==> src/rtl/i2c_master_arbiter.sv <==
// Round-robin arbiter sharing one I2C master between NUM_REQ command sources.
// Optional watchdog on the master transaction: define I2C_ARB_TIMEOUT_EN.
module i2c_master_arbiter #(
  parameter int NUM_REQ        = 4,
  parameter int ADDR_W         = 8,
  parameter int DATA_W         = 8,
  parameter int TIMEOUT_CYCLES = 4096
) (
  input  logic                       sys_clk,
  input  logic                       rst,
  input  logic [NUM_REQ-1:0]         req,
  input  logic [NUM_REQ*ADDR_W-1:0]  req_addr,
  input  logic [NUM_REQ*DATA_W-1:0]  req_data,
  input  logic [NUM_REQ-1:0]         req_wr_bit,
  output logic [NUM_REQ-1:0]         gnt,
  output logic [NUM_REQ-1:0]         done,
  output logic [DATA_W-1:0]          rsp_rdata,
  output logic                       rsp_nack,
  output logic                       rsp_timeout,
  output logic [ADDR_W-1:0]          m_addr,
  output logic [DATA_W-1:0]          m_data,
  output logic                       m_wr_bit,
  output logic                       m_run,
  input  logic                       m_busy,
  input  logic                       m_done,
  input  logic                       m_nack,
  input  logic [DATA_W-1:0]          m_rdata,
  output logic                       arb_busy,
  output logic [2:0]                 dbg_state
);

  localparam int IDX_W = (NUM_REQ > 1) ? $clog2(NUM_REQ) : 1;

  typedef enum logic [2:0] {
    S_IDLE   = 3'd0,
    S_GRANT  = 3'd1,
    S_LAUNCH = 3'd2,
    S_WAIT   = 3'd3,
    S_RESP   = 3'd4
  } state_t;

  state_t            state;
  logic [IDX_W-1:0]  rr_ptr;
  logic [IDX_W-1:0]  win;
  logic [IDX_W-1:0]  pick;
  logic [IDX_W-1:0]  cand;
  logic              pick_valid;
  logic              timed_out;
  logic [ADDR_W-1:0] addr_arr [NUM_REQ];
  logic [DATA_W-1:0] data_arr [NUM_REQ];

  always_comb begin
    for (int i = 0; i < NUM_REQ; i++) begin
      addr_arr[i] = req_addr[i*ADDR_W +: ADDR_W];
      data_arr[i] = req_data[i*DATA_W +: DATA_W];
    end
  end

  // Scan from the highest offset down so the requester closest to rr_ptr wins.
  always_comb begin
    pick       = '0;
    pick_valid = 1'b0;
    cand       = '0;
    for (int k = NUM_REQ - 1; k >= 0; k--) begin
      cand = IDX_W'((int'(rr_ptr) + k) % NUM_REQ);
      if (req[cand]) begin
        pick       = cand;
        pick_valid = 1'b1;
      end
    end
  end

`ifdef I2C_ARB_TIMEOUT_EN
  localparam int CNT_W = $clog2(TIMEOUT_CYCLES + 1);
  logic [CNT_W-1:0] cnt;
  logic             rsp_to_r;

  // Zero throughout IDLE, so it reads 0 in the GRANT cycle and counts from there.
  always_ff @(posedge sys_clk) begin
    if (rst || state == S_IDLE) cnt <= '0;
    else                        cnt <= cnt + 1'b1;
  end

  assign timed_out   = (state == S_LAUNCH || state == S_WAIT) &&
                       (cnt == CNT_W'(TIMEOUT_CYCLES - 1));
  assign rsp_timeout = rsp_to_r;
`else
  assign timed_out   = 1'b0;
  assign rsp_timeout = 1'b0;
`endif

  always_ff @(posedge sys_clk) begin
    if (rst) begin
      state     <= S_IDLE;
      rr_ptr    <= '0;
      win       <= '0;
      gnt       <= '0;
      done      <= '0;
      m_run     <= 1'b0;
      m_addr    <= '0;
      m_data    <= '0;
      m_wr_bit  <= 1'b0;
      rsp_rdata <= '0;
      rsp_nack  <= 1'b0;
`ifdef I2C_ARB_TIMEOUT_EN
      rsp_to_r  <= 1'b0;
`endif
    end else begin
      done <= '0;
      case (state)
        S_IDLE: begin
          if (pick_valid) begin
            win      <= pick;
            gnt      <= NUM_REQ'(1) << pick;
            m_addr   <= addr_arr[pick];
            m_data   <= data_arr[pick];
            m_wr_bit <= req_wr_bit[pick];
            state    <= S_GRANT;
          end
        end
        S_GRANT: begin
          rr_ptr <= (win == IDX_W'(NUM_REQ - 1)) ? '0 : win + 1'b1;
          m_run  <= 1'b1;
          state  <= S_LAUNCH;
        end
        S_LAUNCH, S_WAIT: begin
          // A real completion wins over a watchdog expiry in the same cycle.
          if (m_done) begin
            rsp_rdata <= m_rdata;
            rsp_nack  <= m_nack;
`ifdef I2C_ARB_TIMEOUT_EN
            rsp_to_r  <= 1'b0;
`endif
            done      <= gnt;
            m_run     <= 1'b0;
            state     <= S_RESP;
          end else if (timed_out) begin
            rsp_rdata <= '0;
            rsp_nack  <= 1'b0;
`ifdef I2C_ARB_TIMEOUT_EN
            rsp_to_r  <= 1'b1;
`endif
            done      <= gnt;
            m_run     <= 1'b0;
            state     <= S_RESP;
          end else if (state == S_LAUNCH && m_busy) begin
            m_run <= 1'b0;
            state <= S_WAIT;
          end
        end
        S_RESP: begin
          gnt   <= '0;
          state <= S_IDLE;
        end
        default: state <= S_IDLE;
      endcase
    end
  end

  assign arb_busy  = (state != S_IDLE);
  assign dbg_state = state;

endmodule

==> config.mk <==
export PLATFORM = sky130hd
export DESIGN_NAME = i2c_master_arbiter
export DESIGN_NICKNAME = d
export VERILOG_FILES = /design/src/rtl/i2c_master_arbiter.sv
export SDC_FILE = /design/constraint.sdc
export NUM_CORES = 1
export LEC_CHECK = 0
export BUFFER_PORTS_ARGS = -buffer_cell sky130_fd_sc_hd__buf_2
export CAP_MARGIN = 10
export CORE_MARGIN = 4
export CORE_UTILIZATION = 44
export CTS_CLUSTER_SIZE = 24
export DETAILED_ROUTE_END_ITERATION = 12
export GPL_TIMING_DRIVEN = 1
export PLACE_DENSITY = 0.8
export SYNTH_ARGS = -nofsm -noshare
export SYNTH_HDL_FRONTEND = slang
export SYNTH_SLANG_ARGS = --single-unit
==> constraint.sdc <==
create_clock -name sys_clk -period 2.5 [get_ports sys_clk]
set_input_delay 0.5 -clock sys_clk [delete_from_list [all_inputs] [get_ports sys_clk]]
set_output_delay 0.5 -clock sys_clk [all_outputs]
set_load 0.01 [all_outputs]
==> qor.json <==
{
  "timing": {
    "worst_slew_margin_rel": 0.4472,
    "setup_violations": 0,
    "drv_slew": 0,
    "setup_tns_ns": 0,
    "timing.final.crit_share": 0.9034,
    "worst-slew-pin-transition_ns": 0.8292,
    "max_freq_mhz": 442.8,
    "post_route_clock_skew_ns": 0.004648,
    "rsz0062_at_grt": "false",
    "hold_viol_final": 0,
    "worst_slack_ns": 0.2416,
    "fin_crit_ns": 2.258
  },
  "yosys": {
    "synth.top_cell.area_share": 0.3748,
    "postSynth.asyncResetShare": 0,
    "synth.top_cells.by_area": "dfxtp_1 (37%), mux2i_1 (9.4%), a221oi_2 (6.0%)",
    "synth_seq_area_share": 0.3748,
    "syn-cell-area_sq_um": 2243,
    "synthesis.nets": 322,
    "postSynth.topFlopCell": "dfxtp_1",
    "library_cell_with_the_highest_instance_count_after_synthesis": "dfxtp_1",
    "ys_warn_count": 0,
    "synth_cell_type_count": 39,
    "post_synth_edffs": 0,
    "postSynthRegisterBits": 42,
    "syn_inst": 236,
    "synth_commonest_cells": "dfxtp_1 (42), and2_1 (21), mux2i_1 (21)",
    "yosysTopAreaCell": "dfxtp_1",
    "post_synth.cell_area_avg_sq_um": 9.506
  },
  "critical_path": {
    "timing.setup.critical_path_class": "reg -> reg",
    "worstSetupStartpointType": "flop",
    "crit_fanout": 11,
    "cp_data_required_time_ns": 2.68,
    "worst-endpoint-arrival_ns": 2.44,
    "crit_path_end_kind": "flop"
  },
  "clock_network": {
    "clk_pin_slew_ns": 0.09,
    "clock-sinks": 42,
    "clock_tree_from_tritoncts": "yes",
    "insertion_delay_ns": 0.30,
    "cts_repair_resize_count": 0,
    "tritoncts.num_buffers": 5,
    "cts.root.buffer_cell": "clkbuf_8",
    "cts_setup_buffers": 0,
    "holdBufCountCts": 0,
    "cts.path.max_buffers": 2,
    "cts-htree-levels": 2
  },
  "die": {
    "dieHeight_um": 79.41,
    "boundaryPins": 125,
    "die_width_um": 79.41,
    "design.core.area_sq_um": 4817,
    "rows": 25,
    "initial_utilization": 0.4657,
    "die_area_sq_um": 6305
  },
  "drt": {
    "detail-route-antenna-nets": 0,
    "totalWireLength_um": 6116,
    "detail_route.iter0.violations": 98,
    "drt_pre_antenna_iters": 4,
    "route.detailed.drc": 0,
    "detailroute.via_count": 2197,
    "wire_per_inst_um": 14.56,
    "vias_cell": 5.231
  },
  "grt": {
    "track_usage": 0.1869,
    "first_global_vias": 2036,
    "global_route_wire_length_before_repair_um": 9494,
    "grt_start_max_net_pins": 39,
    "grt_antenna_before_repair": 0,
    "grt_remaining_overflow": 0
  },
  "power_and_ir_drop": {
    "power_density_nw_per_um2": 686.0,
    "post-layout-total-power_mw": 2.041,
    "power_leakage_nw": 1.435,
    "worst_vdd_ir_mv": 0.3025
  },
  "placed_design": {
    "dpl_worst_slack_ns": 0.2506,
    "globalplace.congestion": 0.8442,
    "instance_count_after_placement_with_tap_cells_included": 412,
    "buffer_ports.inserted": 123,
    "detailed_place_hpwl_um": 4501
  },
  "finish": {
    "flow.area_growth_from_synthesis_pct": 32.63,
    "antenna-diode-count": 0,
    "final_core_util": 0.6177,
    "share_of_post_route_cells_with_drive_strength_above_1": 0.4589,
    "finish.net_count": 438,
    "final_cells": 420
  },
  "flow_run": {
    "max_cap_viol_count": 0
  },
  "status": {
    "status": "finished, final reports clean"
  },
  "min_path": {
    "hold_path_class": "in -> reg"
  }
}
## worst paths after layout
check                                                from                         to  slack, ns  cells past startpoint
worst min-delay path                           m_rdata[3]  rsp_rdata[3]$_SDFFE_PP0P_       0.44                      3
worst max register to register  dbg_state[1]$_SDFFE_PP0P_     m_addr[0]$_SDFFE_PP0P_       0.24                      5
worst min register to register  rsp_rdata[0]$_SDFFE_PP0P_  rsp_rdata[0]$_SDFFE_PP0P_       0.45                      2
worst max-delay path            dbg_state[1]$_SDFFE_PP0P_     m_addr[0]$_SDFFE_PP0P_       0.24                      5
## kinds of logic after synthesis
kind of cell / count (synthesis) / synth area share
AO/OA/AOI/OAI: 76 / 0.2962
adder cells (fa/ha/maj): 1 / 0.005576
buffers and inverters: 24 / 0.05633
flip-flops: 42 / 0.3748
multiplexers: 21 / 0.09370
other: 1 / 0.001672
AND/OR/NAND/NOR: 71 / 0.1718
## sequential cells by signal, summed over array words and instances, names as in the netlist
signal and count:
m_data 8, rsp_nack 1, rsp_rdata 8, dbg_state 3
rr_ptr 2, gnt 4, m_run 1, m_addr 8
m_wr_bit 1, done 4, win 2
## power breakdown
part / switching, mW / internal, mW
logic: 0.424 / 0.323
clock network: 0.258 / 0.202
registers: 0.0620 / 0.772
## layout make-up
| cell class | count | area [sq um] |
|---|---|---|
| tap | 67 | 83.83 |
| multi-input combinational | 170 | 1281 |
| sequential | 42 | 840.8 |
| fill | 446 | 1842 |
| clock buffer | 5 | 68.82 |
| clock inverter | 3 | 25.02 |
| inverter | 4 | 15.01 |
| timing repair buffer | 129 | 660.6 |
## placed cells by master, fill, tap and decap left out, types with 2 or more instances in the layout
cell type	count
o21bai_1	17
a2bb2oi_1	2
a221oi_1	9
a21oi_1	14
nor3_1	2
buf_2	123
a221oi_2	9
nor2_1	9
a22oi_1	2
inv_1	2
a211oi_1	9
nand2_1	15
a211oi_2	8
dfxtp_1	42
nand3_1	9
nor2b_1	2
clkbuf_8	5
nand2b_1	5
mux2i_1	21
buf_4	6
inv_2	2
and2_1	21
## stage by stage
step | cell area (sq um) | hold WS [ns]
4_1_cts | 2975 | 0.4312
3_3_place_gp | 2882 | 0.4392
6_report | 2975 | 0.4377
3_5_place_dp | 2882 | 0.4430
5_1_grt | 2975 | 0.4351
2_1_floorplan | 2243 | 0.4400
## layer usage
layer | routed length, um | vias to the layer above | GRT usage
li1 | - | 1098 | -
met1 | 2585 | 1009 | 0.2318
met2 | 3024 | 81 | 0.3148
met3 | 413 | 9 | 0.05192
met4 | 93 | 0 | 0.05670
met5 | 0 | - | 0
## worst max-delay path, cell delays in order (launching register included)
cell and delay, ns:
dfxtp_1 0.37, or3_1 0.46, nand2b_1 0.25, nor3_2 0.63, buf_4 0.34, a211oi_1 0.10
Power figures use the tool's default switching activity.
